`config.mk`:
```
export PLATFORM = sky130hd
export DESIGN_NAME = mem_port_arbiter
export DESIGN_NICKNAME = d
export VERILOG_FILES = /design/src/rtl/mem_arb_pkg.sv /design/src/rtl/mem_arb_pick.sv /design/src/rtl/mem_port_arbiter.sv
export SDC_FILE = /design/constraint.sdc
export NUM_CORES = 1
export LEC_CHECK = 0
export BUFFER_PORTS_ARGS = -buffer_cell sky130_fd_sc_hd__buf_2
export CAP_MARGIN = 40
export CELL_PAD_IN_SITES_DETAIL_PLACEMENT = 0
export CELL_PAD_IN_SITES_GLOBAL_PLACEMENT = 2
export CORE_MARGIN = 1.5
export CORE_UTILIZATION = 26
export CTS_BUF_LIST = sky130_fd_sc_hd__clkbuf_16
export DETAILED_ROUTE_END_ITERATION = 10
export MAX_ROUTING_LAYER = met4
export PLACE_DENSITY_LB_ADDON = 0.1
export SKIP_LAST_GASP = 1
export SYNTH_ARGS = -nofsm -noshare
export SYNTH_HDL_FRONTEND = slang
export SYNTH_HIERARCHICAL = 1
export SYNTH_SLANG_ARGS = --single-unit
export TNS_END_PERCENT = 100
```
`constraint.sdc`:
```
create_clock -name Clk -period 10.7 [get_ports Clk]
set_input_delay 1.07 -clock Clk [delete_from_list [all_inputs] [get_ports Clk]]
set_output_delay 1.07 -clock Clk [all_outputs]
set_load 0.02 [all_outputs]
```
`src/rtl/mem_arb_pkg.sv`:
```
// Shared types for the memory port arbiter: FSM states and owner encoding.
package mem_arb_pkg;

  typedef enum logic [1:0] {
    IDLE  = 2'd0,
    ISSUE = 2'd1,
    WAIT  = 2'd2,
    RESP  = 2'd3
  } state_e;

  typedef enum logic {
    OWN_DATA  = 1'b0,
    OWN_FETCH = 1'b1
  } owner_e;

endpackage

```
`src/rtl/mem_arb_pick.sv`:
```
// Combinational winner selection between fetch and data requesters.
// Optional macro ARB_RR_EN: on simultaneous requests the requester not served
// last wins; otherwise data always has priority over fetch.
module mem_arb_pick
  import mem_arb_pkg::*;
(
  input  logic   if_req,
  input  logic   d_req,
`ifdef ARB_RR_EN
  input  owner_e last_owner,
`endif
  output logic   valid,
  output owner_e owner
);

  // Pick a winner from the current requests.
  always_comb begin
    valid = if_req | d_req;
`ifdef ARB_RR_EN
    if (if_req && d_req) begin
      owner = (last_owner == OWN_DATA) ? OWN_FETCH : OWN_DATA;
    end else begin
      owner = if_req ? OWN_FETCH : OWN_DATA;
    end
`else
    owner = d_req ? OWN_DATA : OWN_FETCH;
`endif
  end

endmodule

```
`src/rtl/mem_port_arbiter.sv`:
```
// Shares one fixed-latency single-ported memory between instruction fetch and
// data load/store. One transaction at a time: IDLE -> ISSUE -> WAIT x MEM_LAT
// -> RESP. All outputs are registered.
// Optional macro ARB_RR_EN: alternate owners on simultaneous requests.
module mem_port_arbiter
  import mem_arb_pkg::*;
#(
  parameter int unsigned ADDR_W  = 32,
  parameter int unsigned DATA_W  = 32,
  parameter int unsigned MEM_LAT = 2
) (
  input  logic              Clk,
  input  logic              Rst,
  input  logic              if_req,
  input  logic [ADDR_W-1:0] if_addr,
  output logic              if_gnt,
  output logic [DATA_W-1:0] if_rdata,
  output logic              if_rvalid,
  input  logic              d_req,
  input  logic              d_we,
  input  logic [ADDR_W-1:0] d_addr,
  input  logic [DATA_W-1:0] d_wdata,
  output logic              d_gnt,
  output logic [DATA_W-1:0] d_rdata,
  output logic              d_rvalid,
  output logic              mem_en,
  output logic              mem_we,
  output logic [ADDR_W-1:0] mem_addr,
  output logic [DATA_W-1:0] mem_wdata,
  input  logic [DATA_W-1:0] mem_rdata,
  output logic              busy
);

  localparam int unsigned CNT_W = $clog2(MEM_LAT + 1);
  localparam logic [CNT_W-1:0] CNT_LOAD = CNT_W'(MEM_LAT - 1);

  state_e           state_q, state_d;
  logic [CNT_W-1:0] cnt_q, cnt_d;
  owner_e           owner_q;
  logic             we_q;
  logic             pick_valid;
  owner_e           pick_owner;
  logic             issue, capture;

  logic              if_gnt_d, if_rvalid_d, d_gnt_d, d_rvalid_d;
  logic              mem_en_d, mem_we_d, busy_d;
  logic [ADDR_W-1:0] mem_addr_d;
  logic [DATA_W-1:0] mem_wdata_d, if_rdata_d, d_rdata_d;

`ifdef ARB_RR_EN
  owner_e last_q;

  // Remember who was served last; updated as each transaction is issued.
  always_ff @(posedge Clk or posedge Rst) begin
    if (Rst) begin
      last_q <= OWN_DATA;
    end else if (state_q == ISSUE) begin
      last_q <= owner_q;
    end
  end
`endif

  mem_arb_pick u_pick (
    .if_req     (if_req),
    .d_req      (d_req),
`ifdef ARB_RR_EN
    .last_owner (last_q),
`endif
    .valid      (pick_valid),
    .owner      (pick_owner)
  );

  // State register and latency counter.
  always_ff @(posedge Clk or posedge Rst) begin
    if (Rst) begin
      state_q <= IDLE;
      cnt_q   <= '0;
    end else begin
      state_q <= state_d;
      cnt_q   <= cnt_d;
    end
  end

  // Next-state logic; WAIT counts down from MEM_LAT-1 to 0.
  always_comb begin
    state_d = state_q;
    cnt_d   = cnt_q;
    unique case (state_q)
      IDLE:  if (pick_valid) state_d = ISSUE;
      ISSUE: begin
        state_d = WAIT;
        cnt_d   = CNT_LOAD;
      end
      WAIT: begin
        if (cnt_q == '0) state_d = RESP;
        else             cnt_d   = cnt_q - CNT_W'(1);
      end
      RESP:    state_d = IDLE;
      default: state_d = IDLE;
    endcase
  end

  // Next values of the registered outputs, derived from the transition taken.
  always_comb begin
    issue       = (state_q == IDLE) && pick_valid;
    capture     = (state_q == WAIT) && (cnt_q == '0);
    if_gnt_d    = issue && (pick_owner == OWN_FETCH);
    d_gnt_d     = issue && (pick_owner == OWN_DATA);
    mem_en_d    = issue;
    mem_we_d    = d_gnt_d && d_we;
    mem_addr_d  = '0;
    mem_wdata_d = '0;
    if (if_gnt_d) mem_addr_d = if_addr;
    if (d_gnt_d) begin
      mem_addr_d  = d_addr;
      mem_wdata_d = d_wdata;
    end
    if_rvalid_d = capture && (owner_q == OWN_FETCH);
    d_rvalid_d  = capture && (owner_q == OWN_DATA);
    if_rdata_d  = if_rvalid_d ? mem_rdata : if_rdata;
    // Stores complete with a pulse but leave the load data untouched.
    d_rdata_d   = (d_rvalid_d && !we_q) ? mem_rdata : d_rdata;
    busy_d      = (state_d != IDLE);
  end

  // Transaction context latched when a winner is picked.
  always_ff @(posedge Clk or posedge Rst) begin
    if (Rst) begin
      owner_q <= OWN_DATA;
      we_q    <= 1'b0;
    end else if (issue) begin
      owner_q <= pick_owner;
      we_q    <= (pick_owner == OWN_DATA) && d_we;
    end
  end

  // Output registers.
  always_ff @(posedge Clk or posedge Rst) begin
    if (Rst) begin
      if_gnt    <= 1'b0;
      if_rvalid <= 1'b0;
      if_rdata  <= '0;
      d_gnt     <= 1'b0;
      d_rvalid  <= 1'b0;
      d_rdata   <= '0;
      mem_en    <= 1'b0;
      mem_we    <= 1'b0;
      mem_addr  <= '0;
      mem_wdata <= '0;
      busy      <= 1'b0;
    end else begin
      if_gnt    <= if_gnt_d;
      if_rvalid <= if_rvalid_d;
      if_rdata  <= if_rdata_d;
      d_gnt     <= d_gnt_d;
      d_rvalid  <= d_rvalid_d;
      d_rdata   <= d_rdata_d;
      mem_en    <= mem_en_d;
      mem_we    <= mem_we_d;
      mem_addr  <= mem_addr_d;
      mem_wdata <= mem_wdata_d;
      busy      <= busy_d;
    end
  end

endmodule

```
# Word level (Yosys, flattened, before mapping)
# Index checks and enable logic that the tools add are counted.
# totals
in_bits	133
output_inout_bits	135
wordCells	46
reg_bits	141
# classes
muxes	9
n_bitwise	2
add_sub_neg	1
n_reduce_logical	15
eq_ne	4
# ops
op	n
32-bit two-way mux	3
1-bit logical AND	9
2-bit case mux with 4 select lines	1
2-bit two-way mux	3
2-bit == test, second input constant	2
2-bit logical NOT	2
2-bit case mux with 2 select lines	1
2-bit nonzero test	2
2-bit by 1-bit == test with 1-bit output, second input constant	1
2-bit inequality test, second input constant	1
2-bit AND reduction	1
2-bit by 1-bit subtractor with 2-bit output, second input constant	1
1-bit logical NOT	1
1-bit two-way mux	1
1-bit NOT	1
1-bit bitwise OR	1

# Longest topological paths before layout
# logic_depth
ltp_word	5
mapped_depth	6
mapped_depth_nobuf	5

# By module
# Netlist, hierarchy kept.
# modules_own_cells
module	instances	seq_area_each_um2	cells_per_inst	area_per_inst_um2
mem_port_arbiter	1	3528.4	350	5245.0
mem_arb_pick	1	0.0	2	10.0

# Worst setup path before layout
# Ideal clock, no wire load.
# synth_timing
kind	input-to-reg
start	in d_req
end	reg mem_wdata[10]
setup_time_ns	0.119
required_ns	10.581
slack_ns	8.683
t_arrival_ns	1.898
stages	5
path_buffers	1
cell_sequence	or2_1 nand2_1 nor2_2 clkbuf_1 and2_1
# synth_via
elab_chain_len	4
# synth_lines
element	line	rtl
from (decl)	mem_port_arbiter.sv:19	input logic d_req,
1-bit bitwise OR	mem_arb_pick.sv:18	valid = if_req | d_req;
1-bit logical AND	mem_port_arbiter.sv:105	issue = (state_q == IDLE) && pick_valid;
1-bit logical AND (*)	mem_port_arbiter.sv:108	d_gnt_d = issue && (pick_owner == OWN_DATA);
32-bit two-way mux (*)	mem_port_arbiter.sv:114	if (d_gnt_d) begin
named net mem_wdata_d[10]	mem_port_arbiter.sv:48	logic [DATA_W-1:0] mem_wdata_d, if_rdata_d, d_rdata_d;
to (signal assigned)	mem_port_arbiter.sv:161	mem_wdata <= mem_wdata_d;
to (decl)	mem_port_arbiter.sv:29	output logic [DATA_W-1:0] mem_wdata,
# The timed path passes the listed nets; every way through them passes the cells marked *.
# A chain may end at the register's enable or synchronous reset.

# Final worst setup path
# layout_timing
start	reg d_rdata[12]
end	out d_rdata[12]
# layout_lines
element	line	rtl
from (decl)	mem_port_arbiter.sv:24	output logic [DATA_W-1:0] d_rdata,
from (signal assigned)	mem_port_arbiter.sv:157	d_rdata <= d_rdata_d;
# No word-level cell between the ends.

==> results.json <==
{
  "ctsRootBufferMaster": "clkbuf_16",
  "n_antenna_cell": 0,
  "die_area_um2": 21070,
  "cp_num_cells": 1,
  "track_usage_pct": 13.52,
  "core-area_um2": 19650,
  "first_pass_iters": 4,
  "clkSinkCount": 141,
  "vias_per_cell": 3.989,
  "maxSlewHeadroom_pct": 60.70,
  "slowest_stage": "dfrtp_1",
  "htreeDepth": 4,
  "multi_input_area_um2": 1582,
  "syn_area_per_cell_um2": 14.93,
  "p_sw_share_pct": 34.88,
  "drive_above_1_share_pct": 57.48,
  "async_reset_ff_share_pct": 100.0,
  "holdWs_ns": 0.4816,
  "status": "complete, no violations",
  "post-route-min-period_ns": 2.031,
  "nets": 768,
  "hold_viol_final": 0,
  "tightest_slew_ns": 0.5889,
  "ys_ff_latch": 141,
  "grt_pass1_vias": 4020,
  "syn_area_um2": 5255,
  "p_total_mw": 2.115,
  "leakagePower_nw": 4.010,
  "hold_buffers": 0,
  "dieWidth_um": 145.2,
  "drv_cap": 0,
  "grt_pass1_wl_mm": 21.27,
  "holdCritPathClass": "reg2reg",
  "power.internal_mw": 1.378,
  "critPathRequiredTime_ns": 9.63,
  "antenna_found_initial": 0,
  "finalWorstSetupSlack_ns": 8.669,
  "cpLargestDelayFamily": "flip-flops",
  "cp.arrival_ns": 0.96,
  "drtIter0Drc": 72,
  "ant_nets": 0,
  "path_max_fanout": 2,
  "combPwrFrac_pct": 35.1,
  "syn2layout_area_growth_pct": 42.83,
  "setup.worst_path.end": "d_rdata[12]",
  "reg2reg_depth": 6,
  "clkPwrFrac_pct": 27.3,
  "yosys_warnings": 6,
  "clock_latency_ns": 0.41,
  "rsz0062_at_grt": "false",
  "setup_viol": 0,
  "r2r-end": "d_rdata[20]",
  "peakVddDrop_mv": 0.09909,
  "start_util_pct": 26.74,
  "synth_edf_count": 0,
  "timing.setup.tns_ns": 0,
  "die_h_um": 145.2,
  "sequentialPowerShare_pct": 37.6,
  "cts_tree": "built",
  "p_sw_mw": 0.7378,
  "crit_chain": "buf_2",
  "grt_max_degree": 62,
  "syn_inst": 352,
  "vias": 3618,
  "cp-start-kind": "flop",
  "num_rows": 51,
  "startpoint": "d_rdata[12]",
  "post-cts-setup-buffers": 0,
  "syn_nets": 491,
  "finalMaxSlewViolations": 0,
  "io-pin-count": 268,
  "cts_made_buffers": 17,
  "clkTransAtPathRegs_ns": 0.05,
  "cp_slowest_stage_delay_ns": 0.39,
  "r2r_setup_slack_ns": 8.72,
  "ys_seq_area_share_pct": 67.14,
  "p_per_area_nw_per_um2": 281.8,
  "path_class": "reg2out",
  "r2r_start": "state_q[0]",
  "cts_buffer_depth": 2,
  "fin_crit_sh_pct": 18.98,
  "pre_cts_slack_ns": 8.306,
  "regArea_um2": 3528,
  "utilization_pct": 38.19,
  "overflow": 0,
  "port_buffers": 267,
  "cts_resized": 0,
  "wl_mm": 13.09,
  "drt-wirelength-per-cell_um": 14.43,
  "drt_drc_violations_left": 0,
  "finClkSkew_ns": 0.007566,
  "dp_hpwl_mm": 9.718,
  "nFillCells": 1999,
  "max_freq_ghz": 0.4924,
  "place_congestion": 0.7774,
  "endpoint_kind": "output port",
  "synthDistinctLibCells": 23,
  "worstPathBufferInverterCount": 1,
  "yosys_most_used_dff": "dfrtp_1"
}
## cell type report
class,instances,share of cell area [%]
flip-flops and latches,141,47.01
multi-input cells,186,21.07
repair buffers,274,19.25
clock buffers,17,5.668
well taps,265,4.417
clock inverters,15,2.067
inverters,9,0.5168
## flip-flops by register name, indices dropped and copies added, names as in the netlist
register   flops
if_rvalid      1
d_gnt          1
mem_addr      32
cnt_q          2
mem_we         1
mem_en         1
if_gnt         1
d_rdata       32
busy           1
state_q        2
we_q           1
mem_wdata     32
owner_q        1
d_rvalid       1
if_rdata      32
## worst reg2reg max path, cell delays in order (launching register included)
cell and delay [ns]:
dfrtp_1 0.38, inv_1 0.14, ha_1 0.25, nand2_1 0.12, nor3_4 0.11, buf_4 0.44, mux2_2 0.41
## cell usage in the layout, fill, tap and decap left out, types with 2 or more instances in the layout
master,n
buf_2,267
dfrtp_1,141
mux2_2,63
mux2i_1,35
nor2_1,34
and2_1,33
clkbuf_16,17
inv_1,9
ha_1,6
clkinv_1,4
nand2_1,3
bufinv_16,3
buf_4,3
inv_6,2
mux2_1,2
clkinvlp_4,2
clkinv_2,2
buf_16,2
## per-stage QoR
stage | cells | area, µm²
floorplan | 352 | 5255
global placement | 871 | 6839
detailed placement | 875 | 6925
CTS | 907 | 7506
global route | 907 | 7506
finish | 907 | 7506
## logic make-up after synthesis
logic type	synth area share [%]
simple gates	7.667
mux	20.60
buf+inv	2.762
flops	67.14
compound gates	0.4048
fa+ha+maj	1.429
## power groups by stage
stage	combinational (mW)	sequential (mW)	clock (mW)
CTS	0.759	0.799	0.597
floorplan	0.251	1.03	0
global placement	0.744	0.801	0
detailed placement	0.758	0.806	0
global route	0.804	0.822	0.622
finish	0.743	0.795	0.577
## metal layers
| metal | share of wire, % | global-route usage, % |
|---|---|---|
| met5 | 0 | - |
| met4 | 1.3 | 4.898 |
| met3 | 9.3 | 5.126 |
| met2 | 47 | 20.93 |
| met1 | 42 | 16.05 |
## synthesized netlist by cell type, types with 2 or more instances
library cell | n | area share (%)
dfrtp_1 | 141 | 67
and2_1 | 33 | 3.9
nand2_1 | 3 | 0.21
clkbuf_1 | 4 | 0.29
nor2_1 | 34 | 2.4
mux2_1 | 2 | 0.43
buf_6 | 6 | 1.3
ha_1 | 6 | 1.4
mux2i_1 | 35 | 6.7
inv_1 | 9 | 0.64
mux2_2 | 63 | 13
buf_2 | 5 | 0.48
## worst min path at each step
stage                     start          end  slack (ns)  cells past startpoint
detailed placement  d_rdata[25]  d_rdata[25]        0.47                      1
CTS                 d_rdata[25]  d_rdata[25]        0.48                      1
global placement    d_rdata[24]  d_rdata[24]        0.47                      1
finish              d_rdata[25]  d_rdata[25]        0.48                      1
global route        d_rdata[25]  d_rdata[25]        0.50                      1
floorplan              cnt_q[1]     cnt_q[1]        0.49                      2
(Power assumes the default switching activity.)
